$ cat config.mk
export PLATFORM = sky130hd
export DESIGN_NAME = reg_writeback_unit_flat
export DESIGN_NICKNAME = d
export VERILOG_FILES = /design/src/rtl/reg_writeback_unit_pkg.sv /design/src/rtl/reg_writeback_unit_if.sv /design/src/rtl/reg_writeback_unit_fifo.sv /design/src/rtl/reg_writeback_unit.sv /design/src/flat_wrapper.sv
export SDC_FILE = /design/constraint.sdc
export NUM_CORES = 1
export LEC_CHECK = 0
export ABC_AREA = 1
export CAP_MARGIN = 0
export CELL_PAD_IN_SITES_DETAIL_PLACEMENT = 0
export CELL_PAD_IN_SITES_GLOBAL_PLACEMENT = 1
export CORE_MARGIN = 2
export CORE_UTILIZATION = 37
export CTS_CLUSTER_SIZE = 14
export DETAILED_ROUTE_END_ITERATION = 10
export PLACE_DENSITY = 0.75
export SLEW_MARGIN = 10
export SYNTH_ARGS = -nofsm -noshare
export SYNTH_HDL_FRONTEND = slang
export SYNTH_SLANG_ARGS = --single-unit
$ cat constraint.sdc
create_clock -name clk -period 3.85 [get_ports clk]
set_input_delay 0.9625 -clock clk [delete_from_list [all_inputs] [get_ports clk]]
set_output_delay 0.9625 -clock clk [all_outputs]
set_load 0.01 [all_outputs]
$ cat src/rtl/reg_writeback_unit_pkg.sv
// wb_pkg: shared register-index width, parameter defaults and the writeback FIFO entry type.
package wb_pkg;
    localparam int REG_W = 5;
    localparam int DEF_DATA_W = 32;
    localparam int DEF_DEPTH = 4;
    typedef struct packed {
        logic valid;
        logic killed;
        logic [REG_W-1:0] rd;
        logic [DEF_DATA_W-1:0] data;
    } wb_entry_t;
endpackage

$ cat src/rtl/reg_writeback_unit_if.sv
// reg_writeback_unit_if: ALU/multiply-divide result inputs, register-file write port and forwarding lookup.
interface reg_writeback_unit_if #(
    parameter int DATA_W = wb_pkg::DEF_DATA_W,
    parameter int DEPTH = wb_pkg::DEF_DEPTH
);
    import wb_pkg::*;
    logic alu_valid;
    logic [REG_W-1:0] alu_reg;
    logic [DATA_W-1:0] alu_data;
    logic md_valid;
    logic md_ready;
    logic [REG_W-1:0] md_reg;
    logic [DATA_W-1:0] md_data;
    logic RegWrite;
    logic [REG_W-1:0] WriteReg;
    logic [DATA_W-1:0] WriteRegData;
    logic [REG_W-1:0] fwd_reg;
    logic fwd_hit;
    logic [DATA_W-1:0] fwd_data;
    logic [$clog2(DEPTH):0] pending;
    modport master (
        output alu_valid, alu_reg, alu_data, md_valid, md_reg, md_data, fwd_reg,
        input md_ready, RegWrite, WriteReg, WriteRegData, fwd_hit, fwd_data, pending
    );
    modport slave (
        input alu_valid, alu_reg, alu_data, md_valid, md_reg, md_data, fwd_reg,
        output md_ready, RegWrite, WriteReg, WriteRegData, fwd_hit, fwd_data, pending
    );
endinterface

$ cat src/rtl/reg_writeback_unit_fifo.sv
// wb_fifo: in-order multiply/divide result queue with kill-by-register and youngest-match lookup.
module wb_fifo #(
    parameter int DEPTH = wb_pkg::DEF_DEPTH,
    parameter int DATA_W = wb_pkg::DEF_DATA_W
) (
    input  logic clk,
    input  logic rst_n,
    input  logic push,
    input  logic [wb_pkg::REG_W-1:0] push_reg,
    input  logic [DATA_W-1:0] push_data,
    input  logic pop,
    input  logic kill,
    input  logic [wb_pkg::REG_W-1:0] kill_reg,
    input  logic [wb_pkg::REG_W-1:0] look_reg,
    output logic ready,
    output logic [$clog2(DEPTH):0] count,
    output logic head_killed,
    output logic [wb_pkg::REG_W-1:0] head_reg,
    output logic [DATA_W-1:0] head_data,
    output logic look_hit,
    output logic [DATA_W-1:0] look_data
);
    import wb_pkg::*;
    localparam int PW = $clog2(DEPTH);
    localparam int CW = PW + 1;
    logic [DEPTH-1:0] valid_q, killed_q;
    logic [REG_W-1:0] reg_q [DEPTH];
    logic [DATA_W-1:0] data_q [DEPTH];
    logic [PW-1:0] wr_q, rd_q, idx;
    logic [CW-1:0] cnt_q, cnt_d;
    logic ready_q;
    assign cnt_d = cnt_q + CW'(push) - CW'(pop);
    assign ready = ready_q;
    assign count = cnt_q;
    assign head_killed = killed_q[rd_q];
    assign head_reg = reg_q[rd_q];
    assign head_data = data_q[rd_q];
    // Walk oldest to youngest so the last live match is the youngest one.
    always_comb begin
        look_hit = 1'b0;
        look_data = '0;
        idx = '0;
        for (int k = 0; k < DEPTH; k++) begin
            idx = rd_q + PW'(k);
            if (valid_q[idx] && !killed_q[idx] && reg_q[idx] == look_reg) begin
                look_hit = 1'b1;
                look_data = data_q[idx];
            end
        end
    end
    always_ff @(posedge clk or negedge rst_n) begin
        if (!rst_n) begin
            valid_q <= '0;
            killed_q <= '0;
            wr_q <= '0;
            rd_q <= '0;
            cnt_q <= '0;
            ready_q <= 1'b0;
            for (int i = 0; i < DEPTH; i++) begin
                reg_q[i] <= '0;
                data_q[i] <= '0;
            end
        end else begin
            cnt_q <= cnt_d;
            ready_q <= cnt_d < CW'(DEPTH);
            if (push) wr_q <= wr_q + PW'(1);
            if (pop) rd_q <= rd_q + PW'(1);
            for (int i = 0; i < DEPTH; i++) begin
                if (pop && rd_q == PW'(i)) valid_q[i] <= 1'b0;
                if (push && wr_q == PW'(i)) begin
                    valid_q[i] <= 1'b1;
                    killed_q[i] <= kill && kill_reg == push_reg;
                    reg_q[i] <= push_reg;
                    data_q[i] <= push_data;
                end else if (kill && valid_q[i] && reg_q[i] == kill_reg) begin
                    killed_q[i] <= 1'b1;
                end
            end
        end
    end
endmodule

$ cat src/rtl/reg_writeback_unit.sv
// reg_writeback_unit: merges single-cycle ALU results and queued multiply/divide results
// into one registered register-file write port, ALU first.
module reg_writeback_unit #(
    parameter int DEPTH = wb_pkg::DEF_DEPTH,
    parameter int DATA_W = wb_pkg::DEF_DATA_W
) (
    input logic clk,
    input logic rst_n,
    reg_writeback_unit_if.slave wb
);
    import wb_pkg::*;
    logic alu_sel, pop, push, ready;
    logic head_killed, look_hit;
    logic [REG_W-1:0] head_reg;
    logic [DATA_W-1:0] head_data, look_data;
    logic [$clog2(DEPTH):0] count;
    logic rw_q, rw_d;
    logic [REG_W-1:0] wreg_q, wreg_d;
    logic [DATA_W-1:0] wdata_q, wdata_d;
    logic out_hit;
    // A register-0 ALU result is ignored entirely, so it never blocks the queue.
    always_comb begin
        alu_sel = wb.alu_valid && wb.alu_reg != '0;
        pop = !alu_sel && count != '0;
        push = wb.md_valid && ready && wb.md_reg != '0;
        rw_d = alu_sel || (pop && !head_killed);
        wreg_d = !rw_d ? wreg_q : alu_sel ? wb.alu_reg : head_reg;
        wdata_d = !rw_d ? wdata_q : alu_sel ? wb.alu_data : head_data;
        out_hit = rw_q && wreg_q == wb.fwd_reg;
    end
    wb_fifo #(.DEPTH(DEPTH), .DATA_W(DATA_W)) u_fifo (
        .clk(clk),
        .rst_n(rst_n),
        .push(push),
        .push_reg(wb.md_reg),
        .push_data(wb.md_data),
        .pop(pop),
        .kill(alu_sel),
        .kill_reg(wb.alu_reg),
        .look_reg(wb.fwd_reg),
        .ready(ready),
        .count(count),
        .head_killed(head_killed),
        .head_reg(head_reg),
        .head_data(head_data),
        .look_hit(look_hit),
        .look_data(look_data)
    );
    always_ff @(posedge clk or negedge rst_n) begin
        if (!rst_n) begin
            rw_q <= 1'b0;
            wreg_q <= '0;
            wdata_q <= '0;
        end else begin
            rw_q <= rw_d;
            wreg_q <= wreg_d;
            wdata_q <= wdata_d;
        end
    end
    assign wb.md_ready = ready;
    assign wb.pending = count;
    assign wb.RegWrite = rw_q;
    assign wb.WriteReg = wreg_q;
    assign wb.WriteRegData = wdata_q;
    assign wb.fwd_hit = wb.fwd_reg != '0 && (look_hit || out_hit);
    assign wb.fwd_data = !wb.fwd_hit ? '0 : look_hit ? look_data : wdata_q;
endmodule

$ cat src/flat_wrapper.sv
// flat-port wrapper written by rule: the top's interface ports become plain ports
module reg_writeback_unit_flat import wb_pkg::*;
#(
    parameter int DEPTH = wb_pkg::DEF_DEPTH,
    parameter int DATA_W = wb_pkg::DEF_DATA_W
)
  (clk, rst_n, wb_alu_valid, wb_alu_reg, wb_alu_data, wb_md_valid, wb_md_reg, wb_md_data, wb_fwd_reg, wb_md_ready, wb_RegWrite, wb_WriteReg, wb_WriteRegData, wb_fwd_hit, wb_fwd_data, wb_pending);
  reg_writeback_unit_if #(.DATA_W(DATA_W), .DEPTH(DEPTH)) wb_i ();
  input logic clk;
  input logic rst_n;
  input wire logic [$bits(wb_i.alu_valid)-1:0] wb_alu_valid;
  input wire logic [$bits(wb_i.alu_reg)-1:0] wb_alu_reg;
  input wire logic [$bits(wb_i.alu_data)-1:0] wb_alu_data;
  input wire logic [$bits(wb_i.md_valid)-1:0] wb_md_valid;
  input wire logic [$bits(wb_i.md_reg)-1:0] wb_md_reg;
  input wire logic [$bits(wb_i.md_data)-1:0] wb_md_data;
  input wire logic [$bits(wb_i.fwd_reg)-1:0] wb_fwd_reg;
  output wire logic [$bits(wb_i.md_ready)-1:0] wb_md_ready;
  output wire logic [$bits(wb_i.RegWrite)-1:0] wb_RegWrite;
  output wire logic [$bits(wb_i.WriteReg)-1:0] wb_WriteReg;
  output wire logic [$bits(wb_i.WriteRegData)-1:0] wb_WriteRegData;
  output wire logic [$bits(wb_i.fwd_hit)-1:0] wb_fwd_hit;
  output wire logic [$bits(wb_i.fwd_data)-1:0] wb_fwd_data;
  output wire logic [$bits(wb_i.pending)-1:0] wb_pending;
  assign wb_i.alu_valid = wb_alu_valid;
  assign wb_i.alu_reg = wb_alu_reg;
  assign wb_i.alu_data = wb_alu_data;
  assign wb_i.md_valid = wb_md_valid;
  assign wb_i.md_reg = wb_md_reg;
  assign wb_i.md_data = wb_md_data;
  assign wb_i.fwd_reg = wb_fwd_reg;
  assign wb_md_ready = wb_i.md_ready;
  assign wb_RegWrite = wb_i.RegWrite;
  assign wb_WriteReg = wb_i.WriteReg;
  assign wb_WriteRegData = wb_i.WriteRegData;
  assign wb_fwd_hit = wb_i.fwd_hit;
  assign wb_fwd_data = wb_i.fwd_data;
  assign wb_pending = wb_i.pending;
  reg_writeback_unit #(.DEPTH(DEPTH), .DATA_W(DATA_W)) u_core (.clk(clk), .rst_n(rst_n), .wb(wb_i));
endmodule
After elaboration in Yosys (flattened, before gate mapping)

Cells that the tools add are included.

Bits of input ports: 83
Bits in registers: 202
Output and inout bits: 75
Word-level logic and storage cells: 179

$add $sub $neg: 6
Muxes and demuxes: 68
Equality and inequality tests: 16
$lt $le $gt $ge: 9
Bitwise logic cells: 4
Reductions and logical operators: 53

Operators with widths:

| cell                                                                          | number |
|---|---|
| 32-bit 2-to-1 mux                                                             | 15 |
| 32-bit binary-select mux with 2-bit select                                    | 4 |
| 5-bit equality test                                                           | 10 |
| 5-bit 2-to-1 mux                                                              | 9 |
| 5-bit binary-select mux with 2-bit select                                     | 4 |
| 1-bit logical AND                                                             | 32 |
| 1-bit 2-to-1 mux                                                              | 28 |
| 1-bit binary-select mux with 2-bit select                                     | 8 |
| 2-bit nonzero test                                                            | 8 |
| 5-bit nonzero test                                                            | 3 |
| 3-bit >= comparator (second input constant)                                   | 4 |
| 2-bit by 3-bit less-than comparator with 1-bit output (second input constant) | 4 |
| 2-bit NOT with 3-bit output                                                   | 4 |
| 2-bit equality test (second input constant)                                   | 4 |
| 1-bit zero test                                                               | 5 |
| 2-bit by 1-bit adder with 2-bit output (second input constant)                | 2 |
| 2-bit adder (second input constant)                                           | 2 |
| 2-bit by 1-bit equality test with 1-bit output (second input constant)        | 2 |
| 2-bit zero test                                                               | 2 |
| 3-bit by 1-bit adder with 3-bit output                                        | 1 |
| 3-bit less-than comparator (second input constant)                            | 1 |
| 3-bit nonzero test                                                            | 1 |
| 3-bit by 1-bit subtractor with 3-bit output                                   | 1 |
| 1-bit logical OR                                                              | 2 |

Longest topological paths before layout

Depth in word-level cells: 13
Mapped depth: 20
Gate-level depth less buffers: 15

Hierarchy

From an unflattened synthesis, not the netlist that was laid out.

Cells, all modules: 2169
Area, all modules: 14346.3 um^2

Modules (own cells, without submodules):

| module             | times used | area each (um^2) | cells each | seq. area each (um^2) |
|---|---|---|---|---|
| wb_fifo            | 1          | 11598.6          | 1813       | 4103.9 |
| reg_writeback_unit | 1          | 2747.6           | 356        | 950.9 |

Worst setup path after synthesis

OpenSTA, ideal clock, no wires.

Path type: register to output
From: register u_core.u_fifo.rd_q[1]
To: output port wb_fwd_data[23]
Setup slack: -0.091 ns
Stages on the path, launching flop included: 20
Data required time: 2.888 ns
Arrival time: 2.978 ns
Path buffers: 6
Path through: dfrtp_1 -> inv_2 -> buf_2 -> clkbuf_1 -> buf_1 -> ha_1 -> inv_2 -> buf_2 -> nand3_1 -> nand3_1 -> nand2_1 -> nor2_1 -> nand3_1 -> buf_2 -> buf_4 -> nor2_1 -> nor2_1 -> nand2_1 -> a21oi_1 -> nor2_1

Cells in the longest elaborated chain, start to end: 13
Elaborated cells on any way between the ends: 75
Those cells by class: add/sub (3); eq/ne (4); mux (50); bitwise (4); reduce/logical (14)

Ends and longest elaborated chain:

| element                                                                                                        | line                                                                                        | source |
|---|---|---|
| from (decl)                                                                                                    | reg_writeback_unit_fifo.sv:29                                                               | `logic [PW-1:0] wr_q, rd_q, idx;` |
| from (signal assigned)                                                                                         | reg_writeback_unit_fifo.sv:67                                                               | `if (pop) rd_q <= rd_q + PW'(1);` |
| 2-bit by 1-bit adder with 2-bit output or 2-bit NOT with 3-bit output (tied branches)                          | reg_writeback_unit_fifo.sv:44, reg_writeback_unit_fifo.sv:45, reg_writeback_unit_fifo.sv:47 |  |
| 2-bit NOT with 3-bit output (not written as such) or 5-bit binary-select mux with 2-bit select (tied branches) | reg_writeback_unit_fifo.sv:45, reg_writeback_unit_fifo.sv:47                                |  |
| 5-bit binary-select mux with 2-bit select or 5-bit 2-to-1 mux (tied branches)                                  | reg_writeback_unit_fifo.sv:45                                                               | `if (valid_q[idx] && !killed_q[idx] && reg_q[idx] == look_reg) begin` |
| 5-bit 2-to-1 mux (not written as such)                                                                         | reg_writeback_unit_fifo.sv:45                                                               |  |
| 5-bit 2-to-1 mux (not written as such) or 5-bit equality test (tied branches)                                  | reg_writeback_unit_fifo.sv:45                                                               |  |
| 5-bit equality test or 1-bit logical AND (tied branches)                                                       | reg_writeback_unit_fifo.sv:45                                                               |  |
| 1-bit logical AND or 1-bit 2-to-1 mux (tied branches)                                                          | reg_writeback_unit_fifo.sv:45                                                               |  |
| 1-bit 2-to-1 mux (3 in a row)                                                                                  | reg_writeback_unit_fifo.sv:45                                                               |  |
| 1-bit logical OR                                                                                               | reg_writeback_unit.sv:65                                                                    | `assign wb.fwd_hit = wb.fwd_reg != '0 && (look_hit \|\| out_hit);` |
| 1-bit logical AND                                                                                              | reg_writeback_unit.sv:65                                                                    |  |
| 32-bit 2-to-1 mux *                                                                                            | reg_writeback_unit.sv:66                                                                    | `assign wb.fwd_data = !wb.fwd_hit ? '0 : look_hit ? look_data : wdata_q;` |
| to (decl)                                                                                                      | flat_wrapper.sv:23                                                                          | `output wire logic [$bits(wb_i.fwd_data)-1:0] wb_fwd_data;` |

Every way passes the cells marked *; elsewhere a longest branch is shown, timed or not. The select of a mux whose other input is x is not followed.

Worst setup path in the final report

From: register u_core.u_fifo.rd_q[0]
To: output port wb_fwd_data[31]

The elaborated chain is that of the path after synthesis.

==> results.py <==
metrics = {
    "critical_path": {
        "startpoint_type": "register",
        "path_max_fanout": 7,
        "worstPathRequired_ns": 2.89,
        "arrival_ns": 3.16,
        "rrSetupSlack_ns": 1.59,
        "r2r_start": "u_core.u_fifo.rd_q[0]$_DFFE_PN0P_",
        "path_class": "register to output port",
        "r2r_end": "u_core.wb.WriteRegData[24]$_DFFE_PN0P_",
        "end_kind": "output port",
        "reg2reg_depth": 11,
    },
    "route": {
        "drt-total-wl_um": 49820,
        "vias": 14990,
        "wl_per_cell_um": 16.75,
        "drc": 0,
        "first_pass_iters": 6,
        "viasPerCell": 5.038,
        "first_iter_violations": 1107,
        "ant_nets": 0,
    },
    "clocking": {
        "cts.sink_count": 202,
        "clock_path_buffers": 3,
        "path_clk_slew_ns": 0.06,
        "cts_tree": "done",
        "cts_root_buffer": "clkbuf_16",
        "cts-hold-fix-buffers": 0,
        "ctsHtreeMaxLevel": 1,
        "insertion_delay_ns": 0.55,
        "cts_buffers": 27,
    },
    "power_and_ir_drop": {
        "p_leak_nw": 9.022,
        "clkPwrFrac_pct": 15.5,
        "power_frac_comb_pct": 61.4,
        "swShare_pct": 47.73,
        "vdd_drop_max_mv": 0.6532,
        "power_density_mw_per_mm2": 877.0,
        "p_switching_w": 0.007904,
        "pwr-share-seq_pct": 23.1,
        "power.internal_w": 0.008656,
    },
    "synth": {
        "synth_top_cell_by_area": "dfrtp_1",
        "async_flop_share_pct": 100.0,
        "synth-seq-cells": 202,
        "synth_edf_count": 0,
        "yosysWarnings": 0,
        "synth.area.top_cells": "dfrtp_1 36%, nand2_1 19%, o21ai_0 14%",
        "yosysMostFrequentCell": "nand2_1",
        "syn_nets": 2342,
        "netlist_instances": 2248,
        "synth_cell_types": 38,
        "synth.avg_cell_area_um2": 6.333,
        "syn-cell-area_mm2": 0.01424,
        "synth_seq_area_share_pct": 35.50,
        "synth_common_cells": "714 x nand2_1, 400 x o21ai_0, 228 x inv_1, 214 x nor2_1, 202 x dfrtp_1",
        "yosys.area.top_type_share_pct": 35.50,
        "synth_top_flop_cell": "dfrtp_1",
    },
    "finish": {
        "final_area_mm2": 0.01888,
        "drive_gt1_share_pct": 15.95,
        "nNetsFinal": 2538,
        "fin_cells": 2975,
        "fillers": 3842,
        "syn_to_final_growth_pct": 32.63,
        "diodes": 0,
    },
    "hold_path": {
        "hp-start": "u_core.u_fifo.data_q[17]$_DFFE_PN0P_",
        "holdPathEnd": "u_core.u_fifo.data_q[17]$_DFFE_PN0P_",
        "hold_path_depth": 2,
        "hold_class": "register to register",
    },
    "grt": {
        "grt_pass1_vias": 14030,
        "grt_pass1_wl_um": 77340,
        "gr-total-overflow": 0,
        "antenna_found_initial": 0,
        "grt_util_all_layers_pct": 23.86,
        "grt_max_degree": 136,
    },
    "timing": {
        "finalCritPeriodShare_pct": 107.2,
        "rsz0062_at_grt": "yes",
        "max_freq_ghz": 0.2423,
        "worst_slew_pin_slew_ns": 0.8957,
        "drv_slew": 0,
        "post-route-min-period_ns": 4.127,
        "setup_violations": 32,
        "slew_headroom_pct": 40.29,
        "setup_slack_ns": -0.2766,
        "hold_viol_final": 0,
        "clock_skew_ns": 0.01125,
    },
    "flow_run": {
        "maxCapViolCount": 0,
    },
    "floorplanning": {
        "core_area_mm2": 0.03776,
        "chipWidth_um": 200.2,
        "start_util_pct": 37.71,
        "fp.dieH_um": 200.2,
        "fp.dieArea_mm2": 0.04006,
        "fp-row-count": 71,
        "io_pins": 158,
    },
    "placement": {
        "portBuffers": 157,
        "placed_area_mm2": 0.01700,
        "post-place-cells": 2889,
        "hpwl_um": 31930,
        "gp_congestion": 0.8489,
    },
    "run_status": {
        "violations": "setup timing",
        "status": "finished, violations left",
    },
}
metrics by stage:
stage,setup WS (ns),setup TNS (ns),power (W),hold WS [ns],util (%)
floorplan,0.01869,0,0.009559,0.4530,-
global placement,-0.6297,-17.09,0.01272,0.4659,45.03
detailed placement,-0.6745,-18.17,0.01285,0.4725,45.03
CTS,-0.3377,-6.710,0.01605,0.4858,48.53
global route,-0.4108,-11.55,0.01809,0.4961,50.01
finish,-0.2766,-6.944,0.01656,0.4794,50.01
per-layer routing:
| layer | track usage (%) | vias to the layer above | wire [um] |
|---|---|---|---|
| met1 | 33.26 | 6930 | 23030 |
| met2 | 39.31 | 449 | 22500 |
| met4 | 5.384 | 0 | 1301 |
| met3 | 3.238 | 86 | 2994 |
| li1 | - | 7524 | - |
| met5 | 0 | - | 0 |
flip-flops by register name, summed over array words and instances (netlist names):
signal and cells:
u_core.u_fifo.count 3, u_core.u_fifo.data_q 128, u_core.u_fifo.killed_q 4, u_core.u_fifo.rd_q 2, u_core.u_fifo.ready 1, u_core.u_fifo.reg_q 20
u_core.u_fifo.valid_q 4, u_core.u_fifo.wr_q 2, u_core.wb.RegWrite 1, u_core.wb.WriteReg 5, u_core.wb.WriteRegData 32
cells by family (layout without fill, tap and decap cells):
| kind of cell | after synthesis | after routing | synth area share (%) |
|---|---|---|---|
| simple gates | 1095 | 1095 | 31.02 |
| fa+ha+maj | 11 | 11 | 1.019 |
| xor+xnor | 28 | 28 | 1.722 |
| compound gates | 521 | 521 | 19.18 |
| flops | 202 | 202 | 35.50 |
| buf+inv | 391 | 607 | 11.55 |
cells in the final DEF (no fill, tap or decap), types with 25 or more instances in the layout:
master	n
buf_4	104
nand2_2	27
o211ai_1	34
clkbuf_16	31
a21oi_2	25
or2_1	29
dfrtp_1	200
o21ai_1	42
nand3_1	100
nand2_1	682
buf_12	33
o21ai_0	400
nor2_2	38
buf_2	32
inv_1	226
nor2_1	165
clkdlybuf4s50_1	122
how the worst max path moves through the flow:
stage,cells past startpoint,end,start,slack (ns)
global route,19,wb_fwd_data[31],u_core.u_fifo.rd_q[0]$_DFFE_PN0P_,-0.41
detailed placement,14,wb_fwd_data[31],wb_fwd_reg[3],-0.67
CTS,18,wb_fwd_data[3],u_core.u_fifo.rd_q[0]$_DFFE_PN0P_,-0.34
floorplan,19,wb_fwd_data[23],u_core.u_fifo.rd_q[1]$_DFFE_PN0P_,0.02
global placement,13,wb_fwd_data[31],wb_fwd_reg[3],-0.63
finish,18,wb_fwd_data[31],u_core.u_fifo.rd_q[0]$_DFFE_PN0P_,-0.28
final cells by class:
cell class	instances	area (um^2)	area share, %
repair inverters	1	6.256	0.03313
inverters	236	902.1	4.777
well taps	511	639.4	3.386
repair buffers	321	3233	17.12
clock inverters	14	151.4	0.8017
clock buffers	35	745.7	3.949
multi-input cells	1655	8145	43.14
flip-flops and latches	202	5060	26.80
worst max-delay path: stages (launching register included):
cell	delay, ns
dfrtp_4	0.49
inv_4	0.09
ha_4	0.24
buf_6	0.15
buf_16	0.14
nand3_4	0.07
nand2_2	0.05
nand2_1	0.05
nand2_1	0.05
nor2_2	0.16
nand3_4	0.13
buf_12	0.17
buf_12	0.15
clkbuf_16	0.17
nand2_4	0.06
nand2_2	0.06
a21oi_4	0.17
nor2_1	0.06
buf_2	0.14
repair_timing:
item                                   CTS  global route
setup buffers                           16            14
pin swaps                               31            49
setup endpoints to repair               33            33
cloned                                   3             6
endpoints found under the hold margin    0             0
gates resized for setup                224           112
power by group through the flow:
stage	Clock (W)	Combinational, W	Sequential [W]
6_report	0.00256	0.0102	0.00383
2_1_floorplan	0	0.00579	0.00376
4_1_cts	0.00261	0.00962	0.00381
3_3_place_gp	0	0.00890	0.00381
3_5_place_dp	0	0.00901	0.00383
5_1_grt	0.00271	0.0114	0.00396
Power figures use the tool's default switching activity.
